$ cat config.mk
export PLATFORM = sky130hd
export DESIGN_NAME = draw_sprites_multi_flat
export DESIGN_NICKNAME = d
export VERILOG_FILES = /design/src/rtl/vga_pkg.sv /design/src/rtl/vga_if.sv /design/src/rtl/sprite_hit_calc.sv /design/src/rtl/draw_sprites_multi.sv /design/src/flat_wrapper.sv
export SDC_FILE = /design/constraint.sdc
export NUM_CORES = 1
export LEC_CHECK = 0
export BUFFER_PORTS_ARGS = -buffer_cell sky130_fd_sc_hd__buf_2
export CAP_MARGIN = 20
export CORE_ASPECT_RATIO = 0.9
export CORE_MARGIN = 4
export CORE_UTILIZATION = 56
export DETAILED_ROUTE_END_ITERATION = 10
export PLACE_DENSITY = 0.84
export SLEW_MARGIN = 5
export SYNTH_ARGS = -nofsm -noshare
export SYNTH_HDL_FRONTEND = slang
export SYNTH_HIERARCHICAL = 1
export SYNTH_SLANG_ARGS = --single-unit
$ cat constraint.sdc
create_clock -name clk -period 4.9 [get_ports clk]
set_input_delay 0.245 -clock clk [delete_from_list [all_inputs] [get_ports clk]]
set_output_delay 0.245 -clock clk [all_outputs]
set_load 0.01 [all_outputs]
$ cat src/rtl/vga_pkg.sv
// Shared VGA/sprite types and defaults for the sprite overlay blocks.
package vga_pkg;

  localparam int          SPR_W_DEF   = 48;
  localparam int          SPR_H_DEF   = 64;
  localparam logic [11:0] KEY_RGB_DEF = 12'hFAC;

  typedef struct packed {
    logic [11:0] x;
    logic [11:0] y;
    logic [1:0]  level;
    logic        en;
    logic        mirror;
  } spr_attr_t;

  typedef struct packed {
    logic [10:0] hcount;
    logic [10:0] vcount;
    logic        hsync;
    logic        vsync;
    logic        hblnk;
    logic        vblnk;
    logic [11:0] rgb;
  } vga_sig_t;

endpackage

$ cat src/rtl/vga_if.sv
// VGA timing/pixel bundle with producer (out) and consumer (in) views.
interface vga_if;
  logic [10:0] hcount;
  logic [10:0] vcount;
  logic        hsync;
  logic        vsync;
  logic        hblnk;
  logic        vblnk;
  logic [11:0] rgb;

  modport in  (input  hcount, vcount, hsync, vsync, hblnk, vblnk, rgb);
  modport out (output hcount, vcount, hsync, vsync, hblnk, vblnk, rgb);
endinterface

$ cat src/rtl/sprite_hit_calc.sv
// One sprite channel: visibility plus window test, and the local column/row
// of the current pixel inside the sprite (column flipped when mirrored).
module sprite_hit_calc
  import vga_pkg::*;
#(
  parameter int SPR_W = SPR_W_DEF,
  parameter int SPR_H = SPR_H_DEF,
  localparam int COL_W = $clog2(SPR_W),
  localparam int ROW_W = $clog2(SPR_H)
) (
  input  spr_attr_t        attr,
  input  logic [1:0]       level_home,
  input  logic [10:0]      hcount,
  input  logic [10:0]      vcount,
  output logic             hit,
  output logic [COL_W-1:0] col,
  output logic [ROW_W-1:0] row
);

  logic [12:0] h_ext, v_ext, x_ext, y_ext, x_end, y_end, dx, dy;
  logic        in_x, in_y, visible;

  // 13-bit sums so sprites hanging off the right/bottom edge never wrap to 0
  always_comb begin
    h_ext   = {2'b00, hcount};
    v_ext   = {2'b00, vcount};
    x_ext   = {1'b0, attr.x};
    y_ext   = {1'b0, attr.y};
    x_end   = x_ext + 13'(SPR_W);
    y_end   = y_ext + 13'(SPR_H);
    in_x    = (h_ext >= x_ext) && (h_ext < x_end);
    in_y    = (v_ext >= y_ext) && (v_ext < y_end);
    visible = attr.en && (attr.level == level_home);
    hit     = visible && in_x && in_y;
    dx      = h_ext - x_ext;
    dy      = v_ext - y_ext;
    col     = attr.mirror ? (COL_W'(SPR_W - 1) - COL_W'(dx)) : COL_W'(dx);
    row     = ROW_W'(dy);
  end

endmodule

$ cat src/rtl/draw_sprites_multi.sv
// Overlays up to N_SPR sprites from one shared ROM onto a VGA stream; the
// lowest-index hit wins and the vga fields are delayed to match ROM latency.
module draw_sprites_multi
  import vga_pkg::*;
#(
  parameter int          N_SPR   = 2,
  parameter int          SPR_W   = SPR_W_DEF,
  parameter int          SPR_H   = SPR_H_DEF,
  parameter int          ROM_LAT = 1,
  parameter logic [11:0] KEY_RGB = KEY_RGB_DEF,
  localparam int         ADDR_W  = $clog2(SPR_W * SPR_H)
) (
  input  logic                   clk,
  input  logic                   rst_n,
  input  logic [N_SPR-1:0][11:0] x_value,
  input  logic [N_SPR-1:0][11:0] y_value,
  input  logic [N_SPR-1:0][1:0]  spr_level,
  input  logic [1:0]             level_home,
  input  logic [N_SPR-1:0]       spr_en,
  input  logic [N_SPR-1:0]       spr_mirror,
  output logic [ADDR_W-1:0]      pixel_addr,
  input  logic [11:0]            rgb_pixel,
  output logic                   overlap,
  vga_if.in                      vga_in,
  vga_if.out                     vga_out
);

  localparam int L     = ROM_LAT + 2;
  localparam int COL_W = $clog2(SPR_W);
  localparam int ROW_W = $clog2(SPR_H);

  logic                         vblnk_prev_q, vblnk_prev_d, vblnk_rise;
  spr_attr_t [N_SPR-1:0]        shadow_q, shadow_d;
  logic [N_SPR-1:0]             hit;
  logic [N_SPR-1:0][COL_W-1:0]  col;
  logic [N_SPR-1:0][ROW_W-1:0]  row;
  logic                         hit_any, multi_hit, set_now;
  logic [COL_W-1:0]             win_col;
  logic [ROW_W-1:0]             win_row;
  logic                         hit0_q, hit0_d;
  logic [ADDR_W-1:0]            addr_q, addr_d;
  logic [ROM_LAT-1:0]           hit_pipe_q, hit_pipe_d;
  vga_sig_t [L-2:0]             vga_pipe_q, vga_pipe_d;
  vga_sig_t                     cur_vga, out_q, out_d;
  logic                         sticky_q, sticky_d, overlap_q, overlap_d;

  assign vblnk_rise = vga_in.vblnk & ~vblnk_prev_q;

  // Attributes only move at the start of vertical blanking
  always_comb begin
    vblnk_prev_d = vga_in.vblnk;
    shadow_d     = shadow_q;
    if (vblnk_rise) begin
      for (int i = 0; i < N_SPR; i++) begin
        shadow_d[i].x      = x_value[i];
        shadow_d[i].y      = y_value[i];
        shadow_d[i].level  = spr_level[i];
        shadow_d[i].en     = spr_en[i];
        shadow_d[i].mirror = spr_mirror[i];
      end
    end
  end

  for (genvar g = 0; g < N_SPR; g++) begin : g_hit
    sprite_hit_calc #(
      .SPR_W(SPR_W),
      .SPR_H(SPR_H)
    ) u_hit (
      .attr      (shadow_q[g]),
      .level_home(level_home),
      .hcount    (vga_in.hcount),
      .vcount    (vga_in.vcount),
      .hit       (hit[g]),
      .col       (col[g]),
      .row       (row[g])
    );
  end

  always_comb begin
    hit_any   = 1'b0;
    multi_hit = 1'b0;
    win_col   = '0;
    win_row   = '0;
    for (int i = 0; i < N_SPR; i++) begin
      multi_hit = multi_hit | (hit_any & hit[i]);
      if (hit[i] && !hit_any) begin
        win_col = col[i];
        win_row = row[i];
      end
      hit_any = hit_any | hit[i];
    end
    set_now = multi_hit & ~vga_in.hblnk & ~vga_in.vblnk;
  end

  always_comb begin
    hit0_d = hit_any;
    addr_d = '0;
    if (hit_any) addr_d = ADDR_W'(int'(win_row) * SPR_W + int'(win_col));

    cur_vga.hcount = vga_in.hcount;
    cur_vga.vcount = vga_in.vcount;
    cur_vga.hsync  = vga_in.hsync;
    cur_vga.vsync  = vga_in.vsync;
    cur_vga.hblnk  = vga_in.hblnk;
    cur_vga.vblnk  = vga_in.vblnk;
    cur_vga.rgb    = vga_in.rgb;

    hit_pipe_d[0] = hit0_q;
    for (int i = 1; i < ROM_LAT; i++) hit_pipe_d[i] = hit_pipe_q[i-1];
    vga_pipe_d[0] = cur_vga;
    for (int i = 1; i < L - 1; i++) vga_pipe_d[i] = vga_pipe_q[i-1];

    out_d = vga_pipe_q[L-2];
    if (hit_pipe_q[ROM_LAT-1] && (rgb_pixel != KEY_RGB)) out_d.rgb = rgb_pixel;
  end

  // A set landing in the vblnk-rise cycle belongs to the frame that follows
  always_comb begin
    sticky_d  = sticky_q | set_now;
    overlap_d = overlap_q;
    if (vblnk_rise) begin
      overlap_d = sticky_q;
      sticky_d  = set_now;
    end
  end

  always_ff @(posedge clk or negedge rst_n) begin
    if (!rst_n) begin
      vblnk_prev_q <= 1'b0;
      shadow_q     <= '0;
      hit0_q       <= 1'b0;
      addr_q       <= '0;
      hit_pipe_q   <= '0;
      vga_pipe_q   <= '0;
      out_q        <= '0;
      sticky_q     <= 1'b0;
      overlap_q    <= 1'b0;
    end else begin
      vblnk_prev_q <= vblnk_prev_d;
      shadow_q     <= shadow_d;
      hit0_q       <= hit0_d;
      addr_q       <= addr_d;
      hit_pipe_q   <= hit_pipe_d;
      vga_pipe_q   <= vga_pipe_d;
      out_q        <= out_d;
      sticky_q     <= sticky_d;
      overlap_q    <= overlap_d;
    end
  end

  assign pixel_addr     = addr_q;
  assign overlap        = overlap_q;
  assign vga_out.hcount = out_q.hcount;
  assign vga_out.vcount = out_q.vcount;
  assign vga_out.hsync  = out_q.hsync;
  assign vga_out.vsync  = out_q.vsync;
  assign vga_out.hblnk  = out_q.hblnk;
  assign vga_out.vblnk  = out_q.vblnk;
  assign vga_out.rgb    = out_q.rgb;

endmodule

$ cat src/flat_wrapper.sv
// flat-port wrapper written by rule: the top's interface ports become plain ports
module draw_sprites_multi_flat import vga_pkg::*;
#(
  parameter int          N_SPR   = 2,
  parameter int          SPR_W   = SPR_W_DEF,
  parameter int          SPR_H   = SPR_H_DEF,
  parameter int          ROM_LAT = 1,
  parameter logic [11:0] KEY_RGB = KEY_RGB_DEF,
  localparam int         ADDR_W  = $clog2(SPR_W * SPR_H)
)
  (clk, rst_n, x_value, y_value, spr_level, level_home, spr_en, spr_mirror, pixel_addr, rgb_pixel, overlap, vga_in_hcount, vga_in_vcount, vga_in_hsync, vga_in_vsync, vga_in_hblnk, vga_in_vblnk, vga_in_rgb, vga_out_hcount, vga_out_vcount, vga_out_hsync, vga_out_vsync, vga_out_hblnk, vga_out_vblnk, vga_out_rgb);
  vga_if vga_in_i ();
  vga_if vga_out_i ();
  input  logic clk;
  input  logic rst_n;
  input  logic [N_SPR-1:0][11:0] x_value;
  input  logic [N_SPR-1:0][11:0] y_value;
  input  logic [N_SPR-1:0][1:0] spr_level;
  input  logic [1:0] level_home;
  input  logic [N_SPR-1:0] spr_en;
  input  logic [N_SPR-1:0] spr_mirror;
  output logic [ADDR_W-1:0] pixel_addr;
  input  logic [11:0] rgb_pixel;
  output logic overlap;
  input wire logic [$bits(vga_in_i.hcount)-1:0] vga_in_hcount;
  input wire logic [$bits(vga_in_i.vcount)-1:0] vga_in_vcount;
  input wire logic [$bits(vga_in_i.hsync)-1:0] vga_in_hsync;
  input wire logic [$bits(vga_in_i.vsync)-1:0] vga_in_vsync;
  input wire logic [$bits(vga_in_i.hblnk)-1:0] vga_in_hblnk;
  input wire logic [$bits(vga_in_i.vblnk)-1:0] vga_in_vblnk;
  input wire logic [$bits(vga_in_i.rgb)-1:0] vga_in_rgb;
  output wire logic [$bits(vga_out_i.hcount)-1:0] vga_out_hcount;
  output wire logic [$bits(vga_out_i.vcount)-1:0] vga_out_vcount;
  output wire logic [$bits(vga_out_i.hsync)-1:0] vga_out_hsync;
  output wire logic [$bits(vga_out_i.vsync)-1:0] vga_out_vsync;
  output wire logic [$bits(vga_out_i.hblnk)-1:0] vga_out_hblnk;
  output wire logic [$bits(vga_out_i.vblnk)-1:0] vga_out_vblnk;
  output wire logic [$bits(vga_out_i.rgb)-1:0] vga_out_rgb;
  assign vga_in_i.hcount = vga_in_hcount;
  assign vga_in_i.vcount = vga_in_vcount;
  assign vga_in_i.hsync = vga_in_hsync;
  assign vga_in_i.vsync = vga_in_vsync;
  assign vga_in_i.hblnk = vga_in_hblnk;
  assign vga_in_i.vblnk = vga_in_vblnk;
  assign vga_in_i.rgb = vga_in_rgb;
  assign vga_out_hcount = vga_out_i.hcount;
  assign vga_out_vcount = vga_out_i.vcount;
  assign vga_out_hsync = vga_out_i.hsync;
  assign vga_out_vsync = vga_out_i.vsync;
  assign vga_out_hblnk = vga_out_i.hblnk;
  assign vga_out_vblnk = vga_out_i.vblnk;
  assign vga_out_rgb = vga_out_i.rgb;
  draw_sprites_multi #(.N_SPR(N_SPR), .SPR_W(SPR_W), .SPR_H(SPR_H), .ROM_LAT(ROM_LAT), .KEY_RGB(KEY_RGB)) u_core (.clk(clk), .rst_n(rst_n), .x_value(x_value), .y_value(y_value), .spr_level(spr_level), .level_home(level_home), .spr_en(spr_en), .spr_mirror(spr_mirror), .pixel_addr(pixel_addr), .rgb_pixel(rgb_pixel), .overlap(overlap), .vga_in(vga_in_i), .vga_out(vga_out_i));
endmodule
# After elaboration in Yosys (flattened, before gate mapping)
# Cells that the tools add are included.
[word_totals]
output_inout_bits = 51
word_cells = 90
inputBits = 110
register_bits = 186
[classes]
muxes = 9
n_eq_ne = 3
bitwise = 9
add_sub_neg = 11
multipliers = 1
reduce_logical = 13
magnitude_cmp = 8
[op_table]
columns = ["cell", "n"]
rows = [
  ["11-bit by 13-bit less-than comparator with 1-bit output", 4],
  ["11-bit by 12-bit greater-or-equal comparator with 1-bit output", 4],
  ["6-bit 2-to-1 mux", 6],
  ["12-bit by 6-bit adder with 13-bit output (second input constant)", 2],
  ["12-bit by 7-bit adder with 13-bit output (second input constant)", 2],
  ["12-bit 2-to-1 mux", 2],
  ["6-bit subtractor", 4],
  ["12-bit by 7-bit adder with 12-bit output", 1],
  ["1-bit logical AND", 12],
  ["12-bit != test (second input constant)", 1],
  ["6-bit subtractor (first input constant)", 2],
  ["6-bit by 2-bit multiplier with 8-bit output (second input constant)", 1],
  ["1-bit AND", 4],
  ["2-bit == test", 2],
  ["1-bit inverter", 3],
  ["1-bit bitwise OR", 2],
  ["1-bit logical NOT", 1],
  ["1-bit 2-to-1 mux", 1],
]

# Longest topological paths before layout
# Gate-level depths: netlist of the first run.
[logic_depth]
word_depth = 11
mapped_depth = 22
ltp_nobuf = 21

# Cells and area by module
# Netlist of the first run, hierarchy kept.
[modules_own_cells]
columns = ["module", "instances", "cells_each", "area_each_um2"]
rows = [
  ["draw_sprites_multi", 1, 363, 6123.4],
  ["sprite_hit_calc (u_core.g_hit[1].u_hit)", 1, 174, 1321.3],
  ["sprite_hit_calc (u_core.g_hit[0].u_hit)", 1, 167, 1320.0],
]

# Worst setup path after synthesis of the first run
# No wires, ideal clock.
[synth_timing]
kind = "register to register"
from = "register u_core/shadow_q[48] in the netlist's numbering"
to = "register u_core.addr_q[11], in the netlist u_core/pixel_addr[11]"
stages_incl_launch_ff = 23
setup_time_ns = 0.117
arrival_time_ns = 4.267
path_buffers = 1
path_slack_ns = 0.517
path_cell_list = "dfrtp_1 > inv_1 > ha_1 > nor3_1 > xnor2_1 > ha_1 > nand4_1 > nor2_1 > a2111oi_0 > a21oi_1 > and4b_1 > and2b_1 > clkbuf_1 > a22o_1 > ha_1 > ha_1 > nor3_1 > a31o_2 > a21oi_1 > xor2_1 > and3_1 > a211o_1 > nand2_1"
[synth_via]
elab_chain_len = 10
elab_cells_between_ends = 16
[synth_rtl]
columns = ["item", "line", "rtl"]
rows = [
  ["from (decl)", "draw_sprites_multi.sv:33", "spr_attr_t [N_SPR-1:0] shadow_q, shadow_d;"],
  ["from (signal assigned)", "draw_sprites_multi.sv:140", "shadow_q <= shadow_d;"],
  ["12-bit by 6-bit adder with 13-bit output", "sprite_hit_calc.sv:29", "x_end = x_ext + 13'(SPR_W);"],
  ["11-bit by 13-bit less-than comparator with 1-bit output", "sprite_hit_calc.sv:31", "in_x = (h_ext >= x_ext) && (h_ext < x_end);"],
  ["1-bit logical AND (*)", "sprite_hit_calc.sv:31", ""],
  ["1-bit logical AND (*) (2 in series)", "sprite_hit_calc.sv:34", "hit = visible && in_x && in_y;"],
  ["net u_core.hit[1]", "draw_sprites_multi.sv:34", "logic [N_SPR-1:0] hit;"],
  ["1-bit logical AND", "draw_sprites_multi.sv:86", "if (hit[i] && !hit_any) begin"],
  ["6-bit 2-to-1 mux", "draw_sprites_multi.sv:86", ""],
  ["6-bit by 2-bit multiplier with 8-bit output", "draw_sprites_multi.sv:98", "if (hit_any) addr_d = ADDR_W'(int'(win_row) * SPR_W + int'(win_col));"],
  ["12-bit by 7-bit adder with 12-bit output", "draw_sprites_multi.sv:98", ""],
  ["12-bit 2-to-1 mux (*)", "draw_sprites_multi.sv:98", ""],
  ["net u_core.addr_d[11]", "draw_sprites_multi.sv:41", "logic [ADDR_W-1:0] addr_q, addr_d;"],
  ["to (signal assigned)", "draw_sprites_multi.sv:142", "addr_q <= addr_d;"],
  ["to (decl)", "draw_sprites_multi.sv:41", ""],
]
# Mark *: on every way through the listed nets, which the timed path passes. The rest lies on a longest branch.
# A chain may end at the register's enable or synchronous reset.

# Worst setup path after layout of the first run
# Ends and elaborated chain as after synthesis.

==> flow_summary.html, run 1 <==
<table>
<tr><th>Metric</th><th>Value</th></tr>
<tr><th colspan="2">Outcome</th></tr>
<tr><td>Run status</td><td>finished clean</td></tr>
<tr><th colspan="2">Route</th></tr>
<tr><td>Routed vias</td><td>5891</td></tr>
<tr><td>Routed Wire Length</td><td>18.6 mm</td></tr>
<tr><td>Residual DRC</td><td>0</td></tr>
<tr><td>Vias/cell</td><td>5.21</td></tr>
<tr><td>Drt initial violations</td><td>189</td></tr>
<tr><td>Post-route ant nets</td><td>0</td></tr>
<tr><td>Wire length per cell</td><td>16.5 um</td></tr>
<tr><td>Number of detailed-routing iterations run before antenna repair</td><td>4</td></tr>
<tr><th colspan="2">Placement</th></tr>
<tr><td>IO Port Bufs</td><td>160</td></tr>
<tr><td>Area after detailed placement</td><td>approximately 9800 um^2</td></tr>
<tr><td>Gpl congestion</td><td>approximately 0.89</td></tr>
<tr><td>DP HPWL</td><td>13.6 mm</td></tr>
<tr><th colspan="2">Timing</th></tr>
<tr><td>Final setup skew</td><td>0.0169 ns</td></tr>
<tr><td>Max Clock Freq</td><td>216 MHz</td></tr>
<tr><td>Relative slew slack</td><td>0.546</td></tr>
<tr><td>Fin. max-slew vios</td><td>0</td></tr>
<tr><td>Period Utilization, post-route</td><td>0.944</td></tr>
<tr><td>Transition at the pin with the smallest max-transition slack</td><td>0.681 ns</td></tr>
<tr><td>Final Hold Vio Count</td><td>0</td></tr>
<tr><td>Hold Worst Slack</td><td>0.0170 ns</td></tr>
<tr><td>Setup TNS Final</td><td>0 ns</td></tr>
<tr><td>Clock period minus final worst setup slack</td><td>4.63 ns</td></tr>
<tr><td>Setup Viol. Count Final</td><td>0</td></tr>
<tr><td>Setup repair after global routing missed its margin</td><td>false</td></tr>
<tr><th colspan="2">Synthesis</th></tr>
<tr><td>Post-Synthesis Mean Instance Area</td><td>roughly 12 um^2</td></tr>
<tr><td>Cells after synthesis</td><td>704</td></tr>
<tr><td>Share of flip-flops with an asynchronous set or reset after synthesis</td><td>1.00</td></tr>
<tr><td>Syn Nets</td><td>between 800 and 900</td></tr>
<tr><td>Unique masters post-synth</td><td>67</td></tr>
<tr><td>Number of flops mapped to enable cells by yosys</td><td>0</td></tr>
<tr><td>Synth Cell Area</td><td>around 8800 um^2</td></tr>
<tr><td>Sequential-to-total area share from yosys stat</td><td>0.531</td></tr>
<tr><td>Yosys warning total</td><td>6</td></tr>
<tr><td>Flip-flop and latch count after synthesis</td><td>186</td></tr>
<tr><td>Prevailing post-synth register cell</td><td>sky130_fd_sc_hd__dfrtp_1</td></tr>
<tr><th colspan="2">Worst setup path</th></tr>
<tr><td>Nature of the critical path startpoint</td><td>register</td></tr>
<tr><td>Maximum net fanout on the critical path</td><td>11</td></tr>
<tr><td>Element type at the critical path end</td><td>register</td></tr>
<tr><td>Start-to-end type of the worst setup path</td><td>register to register</td></tr>
<tr><td>Crit path arrival time</td><td>between 4 and 5 ns</td></tr>
<tr><td>R2R cell count</td><td>21</td></tr>
<tr><td>Critical Path RT</td><td>5.24 ns</td></tr>
<tr><th colspan="2">Die</th></tr>
<tr><td>FP Rows</td><td>between 40 and 50</td></tr>
<tr><td>Total die area</td><td>17700 um^2</td></tr>
<tr><td>Die height</td><td>127 um</td></tr>
<tr><td>Number of primary I/O pins</td><td>161</td></tr>
<tr><td>Effective utilization at floorplan</td><td>0.570</td></tr>
<tr><td>Die X-Extent</td><td>140 um</td></tr>
<tr><td>Standard cell core area</td><td>15400 um^2</td></tr>
<tr><th colspan="2">Pwr</th></tr>
<tr><td>Power density of the placed cells</td><td>372 nW/um^2</td></tr>
<tr><td>Total power consumption of the routed design</td><td>4.04 mW</td></tr>
<tr><td>Pleak</td><td>5.25 nW</td></tr>
<tr><td>Peak supply drop</td><td>0.262 mV</td></tr>
<tr><th colspan="2">Clocking</th></tr>
<tr><td>CTS tree</td><td>yes</td></tr>
<tr><td>Clock network latency to the later pin of the worst-skew pair</td><td>0.44 ns</td></tr>
<tr><td>Number of CTS-inserted buffers</td><td>17</td></tr>
<tr><td># clock sinks</td><td>186</td></tr>
<tr><td>Library cell used as clock root buffer</td><td>sky130_fd_sc_hd__clkbuf_16</td></tr>
<tr><td>CTS clk-pin slew, worst paths</td><td>0.07 ns</td></tr>
<tr><td>CTS H-Tree Depth</td><td>4</td></tr>
<tr><td>Buffer levels on the longest clock path</td><td>2</td></tr>
<tr><th colspan="2">Final layout</th></tr>
<tr><td>Leading cell types in the layout, fill and taps excluded</td><td>sky130_fd_sc_hd__dfrtp_1 (186), sky130_fd_sc_hd__buf_2 (159), sky130_fd_sc_hd__ha_1 (80)</td></tr>
<tr><td>Post-synthesis to final-layout area growth</td><td>23.9%</td></tr>
<tr><td>Antenna fix cells</td><td>0</td></tr>
<tr><td>Fin nets</td><td>1110</td></tr>
<tr><td>Fraction of final layout cells with drive strength greater than 1</td><td>0.315</td></tr>
<tr><td>Most common cell after layout, fill and taps aside</td><td>sky130_fd_sc_hd__dfrtp_1</td></tr>
<tr><td>Total non-filler cell area in the finished layout</td><td>10900 um^2</td></tr>
<tr><th colspan="2">Global routing</th></tr>
<tr><td>Number of global-route vias before repair</td><td>between 6000 and 7000</td></tr>
<tr><td>Antenna violations before repair</td><td>0</td></tr>
<tr><td>Global-route wire length before repair</td><td>approximately 31 mm</td></tr>
<tr><td>Pin count of the biggest net entering global routing</td><td>91</td></tr>
<tr><td>GRT Util Overall</td><td>0.220</td></tr>
<tr><td>Overflow left after global routing</td><td>0</td></tr>
<tr><th colspan="2">Worst hold path</th></tr>
<tr><td>Worst hold stages</td><td>1</td></tr>
<tr><td>Worst Hold Class</td><td>input pin to register</td></tr>
<tr><th colspan="2">Run</th></tr>
<tr><td>Max-capacitance violation count</td><td>0</td></tr>
</table>
-- Yosys cell counts, drive strengths merged (2+ instances only) --
| cell | count | area (um^2) |
|---|---|---|
| dfrtp | 186 | 4650 |
| ha | 80 | 1000 |
| mux2 | 66 | 747 |
| inv | 62 | 233 |
| xnor2 | 33 | 289 |
| a21oi | 31 | 166 |
| nand2 | 28 | 105 |
| nor2 | 25 | 93.8 |
| xor2 | 21 | 184 |
| o21ai | 19 | 106 |
| nor2b | 14 | 87.6 |
| nand4 | 11 | 68.8 |
| nor3 | 11 | 65.1 |
| nand3 | 10 | 55.1 |
| a22o | 9 | 78.8 |
| a21o | 7 | 53.8 |
| clkbuf | 7 | 26.3 |
| nand2b | 7 | 43.8 |
| o2111ai | 6 | 52.6 |
| o21a | 6 | 45.0 |
| buf | 5 | 28.8 |
| clkinv | 5 | 18.8 |
| fa | 5 | 100 |
| a211oi | 4 | 40.0 |
| a21boi | 4 | 30.0 |
| a22oi | 4 | 35.0 |
| a31oi | 4 | 25.0 |
| nand4b | 4 | 41.3 |
| o211ai | 4 | 40.0 |
| mux2i | 3 | 30.0 |
| a2111oi | 2 | 17.5 |
| o311ai | 2 | 25.0 |
-- routing by layer --
metal,wire (um),GRT usage,vias up
li1,-,-,2873
met1,8250,0.283,2856
met2,9200,0.373,144
met3,913,0.0531,18
met4,259,0.0672,0
met5,0,0,-
-- power breakdown --
| part | total [mW] | internal (mW) | switching (mW) |
|---|---|---|---|
| registers | 1.74 | 1.65 | 0.0844 |
| clock network | 1.45 | 0.800 | 0.651 |
| logic | 0.851 | 0.399 | 0.452 |
| total | 4.04 | 2.85 | 1.19 |
-- final timing paths --
kind,endpoint,slack [ns],from
worst min register to register,u_core/vga_out.hcount[4],0.34,u_core/out_d[31]
max in group asynchronous,u_core/vga_pipe_d[70],3.38,rst_n
min in group asynchronous,u_core/vga_out.hsync,0.42,rst_n
worst min-delay path,u_core/vga_pipe_d[70],0.02,vga_in_hcount[5]
worst max-delay path,u_core/pixel_addr[11],0.27,u_core/shadow_q[48]
worst max register to register,u_core/pixel_addr[11],0.27,u_core/shadow_q[48]
-- worst max-delay path: stages, from the launching register on --
cell	delay (ns)
sky130_fd_sc_hd__dfrtp_1	0.43
sky130_fd_sc_hd__inv_1	0.10
sky130_fd_sc_hd__ha_1	0.25
sky130_fd_sc_hd__nor3_2	0.26
sky130_fd_sc_hd__xnor2_1	0.15
sky130_fd_sc_hd__ha_1	0.26
sky130_fd_sc_hd__nand4_1	0.11
sky130_fd_sc_hd__nor2_1	0.05
sky130_fd_sc_hd__a2111oi_0	0.46
sky130_fd_sc_hd__a21oi_1	0.12
sky130_fd_sc_hd__and4b_1	0.30
sky130_fd_sc_hd__and2b_2	0.28
sky130_fd_sc_hd__a22o_1	0.19
sky130_fd_sc_hd__ha_1	0.20
sky130_fd_sc_hd__ha_1	0.19
sky130_fd_sc_hd__nor3_1	0.07
sky130_fd_sc_hd__a31o_2	0.24
sky130_fd_sc_hd__a21oi_1	0.21
sky130_fd_sc_hd__xor2_1	0.28
sky130_fd_sc_hd__and3_1	0.22
sky130_fd_sc_hd__a211o_1	0.13
sky130_fd_sc_hd__nand2_1	0.04
-- what timing repair did --
| action | CTS | global route |
|---|---|---|
| hold buffers | 38 | 0 |
| setup endpoints to repair | 0 | 3 |
| gates resized for setup | 0 | 3 |
| setup buffers | 0 | 0 |
| hold endpoints to repair | 125 | 0 |
-- per-stage QoR --
stage | utilization | setup slack, ns | cells
floorplan | - | 0.517 | 704
finish | 0.706 | 0.274 | 1130
CTS | 0.705 | 0.149 | 1130
global placement | 0.639 | 0.453 | 1060
detailed placement | 0.639 | 0.165 | 1060
global route | 0.706 | 0.0213 | 1130
-- final cells by class --
cell class	instances	area [um^2]
clock buffers	18	439
clock inverters	14	203
fillers	1088	4530
inverters	67	251
multi-input cells	439	3830
flip-flops and latches	186	4650
well taps	202	253
repair buffers	204	1230
-- sequential cells by signal, indices dropped and copies added, names as in the netlist, 11 cells and up --
register	count
u_core/vga_pipe_d	38
u_core/out_d	26
u_core/shadow_q	56
u_core/vga_out.rgb	12
u_core/vga_out.hcount	11
u_core/vga_out.vcount	11
u_core/pixel_addr	12
u_core/vga_pipe_q	12
-- kinds of logic (layout without fill, tap and decap cells) --
family | after synthesis | count (layout) | share of synthesized area
simple gates | 120 | 120 | 0.0737
mux | 69 | 69 | 0.0887
buf+inv | 79 | 303 | 0.0350
fa+ha+maj | 85 | 85 | 0.126
flops | 186 | 186 | 0.531
compound gates | 111 | 111 | 0.0921
xor+xnor | 54 | 54 | 0.0540
No activity file was read; power rests on OpenSTA's default activity.
==> run 2, diff against run 1 <==
Settings changed: CTS_BUF_LIST from default to sky130_fd_sc_hd__clkbuf_16, RECOVER_POWER from default to 25.
==> run 2 against run 1 <==
  * The flow now finishes with violations (max-capacitance violations, max-slew violations)
  * Global-route usage fell by 0.12 points
  * Combinational power barely moved
  * Total power fell by 0.58%
  * Via count rose by 0.41%
  * Final cell count barely moved
  * Non-clock buffer count rose by 1
==> flow_summary.html, run 2 (synthesized netlist as in run 1, its figures left out) <==
<table>
<tr><th>Metric</th><th>Value</th></tr>
<tr><th colspan="2">Timing</th></tr>
<tr><td>Transition at the pin with the smallest max-transition slack</td><td>2.12 ns</td></tr>
<tr><td>Fin. max-slew vios</td><td>91</td></tr>
<tr><td>Setup TNS Final</td><td>0 ns</td></tr>
<tr><td>Final setup skew</td><td>~0.015 ns</td></tr>
<tr><td>Period Utilization, post-route</td><td>0.941</td></tr>
<tr><td>Final Hold Vio Count</td><td>0</td></tr>
<tr><td>Max Clock Freq</td><td>217 MHz</td></tr>
<tr><td>Relative slew slack</td><td>-0.412</td></tr>
<tr><td>Setup repair after global routing missed its margin</td><td>false</td></tr>
<tr><td>Clock period minus final worst setup slack</td><td>4.61 ns</td></tr>
<tr><td>Crit path setup slack, layout</td><td>0.289 ns</td></tr>
<tr><td>Setup Viol. Count Final</td><td>0</td></tr>
<tr><th colspan="2">Placement</th></tr>
<tr><td>DP HPWL</td><td>13.6 mm</td></tr>
<tr><td>IO Port Bufs</td><td>160</td></tr>
<tr><td>Gpl congestion</td><td>between 0.8 and 0.9</td></tr>
<tr><td>Pre-CTS worst setup slack</td><td>0.165 ns</td></tr>
<tr><th colspan="2">Die</th></tr>
<tr><td>FP Rows</td><td>43</td></tr>
<tr><td>Effective utilization at floorplan</td><td>0.570</td></tr>
<tr><td>Die height</td><td>127 um</td></tr>
<tr><td>Die X-Extent</td><td>~140 um</td></tr>
<tr><td>Total die area</td><td>17700 um^2</td></tr>
<tr><td>Number of primary I/O pins</td><td>161</td></tr>
<tr><td>Standard cell core area</td><td>15400 um^2</td></tr>
<tr><th colspan="2">Worst setup path</th></tr>
<tr><td>Critical path's most frequent cell</td><td>sky130_fd_sc_hd__ha_1</td></tr>
<tr><td>Maximum net fanout on the critical path</td><td>11</td></tr>
<tr><td>Family of cells with the greatest summed delay on the critical path</td><td>compound AO/OA/AOI/OAI gates</td></tr>
<tr><td>Crit path arrival time</td><td>4.94 ns</td></tr>
<tr><td>Nature of the critical path startpoint</td><td>register</td></tr>
<tr><td>Crit path cell chain</td><td>inv_1 &gt; ha_1 &gt; nor3_2 &gt; xnor2_1 &gt; ha_1 &gt; nand4_1 &gt; nor2_1 &gt; a2111oi_0 &gt; a21oi_1 &gt; and4b_1 &gt; and2b_2 &gt; a22o_1 &gt; ha_1 &gt; ha_1 &gt; nor3_1 &gt; a31o_2 &gt; a21oi_1 &gt; xor2_1 &gt; and3_1 &gt; a211o_1 &gt; nand2_1</td></tr>
<tr><td>Worst path buffer plus inverter count</td><td>1</td></tr>
<tr><td>Delay of the slowest cell on the worst path</td><td>0.46 ns</td></tr>
<tr><td>Standard cell with the maximum stage delay on the critical path</td><td>sky130_fd_sc_hd__a2111oi_0</td></tr>
<tr><td>Critical Path RT</td><td>roughly 5.2 ns</td></tr>
<tr><td>Start-to-end type of the worst setup path</td><td>register to register</td></tr>
<tr><td>Element type at the critical path end</td><td>register</td></tr>
<tr><th colspan="2">Final layout</th></tr>
<tr><td>Multi-input logic area</td><td>about 3800 um^2</td></tr>
<tr><td>Leading cell types in the layout, fill and taps excluded</td><td>sky130_fd_sc_hd__dfrtp_1 (186), sky130_fd_sc_hd__buf_2 (135), sky130_fd_sc_hd__ha_1 (80)</td></tr>
<tr><td>Area taken by flip-flops and latches</td><td>4650 um^2</td></tr>
<tr><td>Post-synthesis to final-layout area growth</td><td>23.5%</td></tr>
<tr><td>Fraction of final layout cells with drive strength greater than 1</td><td>0.287</td></tr>
<tr><td>Largest register FFs</td><td>56</td></tr>
<tr><td>Total of fill cells in the finished design</td><td>1106</td></tr>
<tr><td>Most common cell after layout, fill and taps aside</td><td>sky130_fd_sc_hd__dfrtp_1</td></tr>
<tr><td>Largest register by flop count</td><td>u_core/shadow_q</td></tr>
<tr><td>Antenna fix cells</td><td>0</td></tr>
<tr><td>Fin nets</td><td>1111</td></tr>
<tr><th colspan="2">Route</th></tr>
<tr><td>Residual DRC</td><td>0</td></tr>
<tr><td>Wire length per cell</td><td>16.3 um</td></tr>
<tr><td>Routed Wire Length</td><td>18.4 mm</td></tr>
<tr><td>Post-route ant nets</td><td>0</td></tr>
<tr><td>Number of detailed-routing iterations run before antenna repair</td><td>4</td></tr>
<tr><td>Vias/cell</td><td>5.23</td></tr>
<tr><td>Routed vias</td><td>roughly 5900</td></tr>
<tr><td>Drt initial violations</td><td>188</td></tr>
<tr><th colspan="2">Pwr</th></tr>
<tr><td>Pleak</td><td>5.18 nW</td></tr>
<tr><td>Peak supply drop</td><td>0.262 mV</td></tr>
<tr><td>Power density of the placed cells</td><td>around 370 nW/um^2</td></tr>
<tr><th colspan="2">Worst hold path</th></tr>
<tr><td>Worst Hold Class</td><td>input pin to register</td></tr>
<tr><th colspan="2">Global routing</th></tr>
<tr><td>Overflow left after global routing</td><td>0</td></tr>
<tr><td>Antenna violations before repair</td><td>0</td></tr>
<tr><td>Number of global-route vias before repair</td><td>6211</td></tr>
<tr><td>Global-route wire length before repair</td><td>30.7 mm</td></tr>
<tr><td>GRT Util Overall</td><td>0.219</td></tr>
<tr><td>Pin count of the biggest net entering global routing</td><td>91</td></tr>
<tr><th colspan="2">Clocking</th></tr>
<tr><td>Library cell used as clock root buffer</td><td>sky130_fd_sc_hd__clkbuf_16</td></tr>
<tr><td>Buffer levels on the longest clock path</td><td>2</td></tr>
<tr><td>CTS tree</td><td>yes</td></tr>
<tr><td>Number of CTS-inserted buffers</td><td>17</td></tr>
<tr><td>Clock network latency to the later pin of the worst-skew pair</td><td>0.44 ns</td></tr>
<tr><td>CTS H-Tree Depth</td><td>4</td></tr>
<tr><td>Postcts setup bufs</td><td>0</td></tr>
<tr><td>CTS clk-pin slew, worst paths</td><td>0.07 ns</td></tr>
<tr><td># clock sinks</td><td>186</td></tr>
<tr><th colspan="2">Run</th></tr>
<tr><td>Max-capacitance violation count</td><td>1</td></tr>
<tr><th colspan="2">Outcome</th></tr>
<tr><td>Run status</td><td>finished with violations</td></tr>
<tr><td>Violated checks</td><td>max-capacitance violations, max-slew violations</td></tr>
</table>
run 2: worst register-to-register path, stage by stage (launching register included):
cell                        delay, ns
sky130_fd_sc_hd__dfrtp_1         0.43
sky130_fd_sc_hd__inv_1           0.10
sky130_fd_sc_hd__ha_1            0.25
sky130_fd_sc_hd__nor3_2          0.26
sky130_fd_sc_hd__xnor2_1         0.15
sky130_fd_sc_hd__ha_1            0.26
sky130_fd_sc_hd__nand4_1         0.11
sky130_fd_sc_hd__nor2_1          0.05
sky130_fd_sc_hd__a2111oi_0       0.46
sky130_fd_sc_hd__a21oi_1         0.12
sky130_fd_sc_hd__and4b_1         0.30
sky130_fd_sc_hd__and2b_2         0.28
sky130_fd_sc_hd__a22o_1          0.19
sky130_fd_sc_hd__ha_1            0.20
sky130_fd_sc_hd__ha_1            0.18
sky130_fd_sc_hd__nor3_1          0.06
sky130_fd_sc_hd__a31o_2          0.23
sky130_fd_sc_hd__a21oi_1         0.20
sky130_fd_sc_hd__xor2_1          0.28
sky130_fd_sc_hd__and3_1          0.22
sky130_fd_sc_hd__a211o_1         0.13
sky130_fd_sc_hd__nand2_1         0.04
run 2: what timing repair did:
action,in CTS,in global routing
endpoints found under the hold margin,125,1
resized for setup,0,3
hold buffers,38,1
setup endpoints to repair,0,3
run 2: final timing paths:
path,startpoint,to,slack [ns],cells after the start
setup / recovery,u_core/shadow_q[48],u_core/pixel_addr[11],0.29,21
hold / removal,spr_level[2],u_core/shadow_q[30],0.03,2
setup reg to reg,u_core/shadow_q[48],u_core/pixel_addr[11],0.29,21
hold reg to reg,u_core/out_d[31],u_core/vga_out.hcount[4],0.35,0
max in group asynchronous,rst_n,u_core/vga_out.hcount[7],2.35,3
min in group asynchronous,rst_n,u_core/vga_out.hsync,0.97,2
run 2: per-stage QoR:
| stage | instances | utilization | area [um^2] | hold slack, ns | total power, mW |
|---|---|---|---|---|---|
| after floorplan | 704 | - | 8760 | -0.0506 | 2.32 |
| after global routing | 1131 | 0.703 | 10800 | 0.0229 | 4.24 |
| after CTS | 1130 | 0.705 | 10800 | 0.0000714 | 4.04 |
| after global placement | 1060 | 0.639 | 9830 | 0.331 | 2.55 |
| final | 1131 | 0.703 | 10800 | 0.0311 | 4.01 |
| after detailed placement | 1060 | 0.639 | 9830 | 0.335 | 2.58 |
run 2: where the power goes:
group / switching (mW) / internal [mW]
Sequential: 0.0844 / 1.65
Combinational: 0.452 / 0.396
Clock: 0.646 / 0.784
run 2: cell type report:
type,count,area share
sequential,186,0.430
multi-input combinational,439,0.354
timing repair buffer,205,0.111
clock buffer,17,0.0393
tap,202,0.0234
inverter,67,0.0232
clock inverter,15,0.0191
run 2: layer usage:
metal  routed length (um)  vias to the layer above  track usage  share of wire
met1                 8200                     2877        0.283           0.44
met5                    0                        -            0              0
met2                 9080                      143        0.369           0.49
met3                  917                       17       0.0577          0.050
met4                  229                        0       0.0604          0.012
li1                     -                     2878            -              -
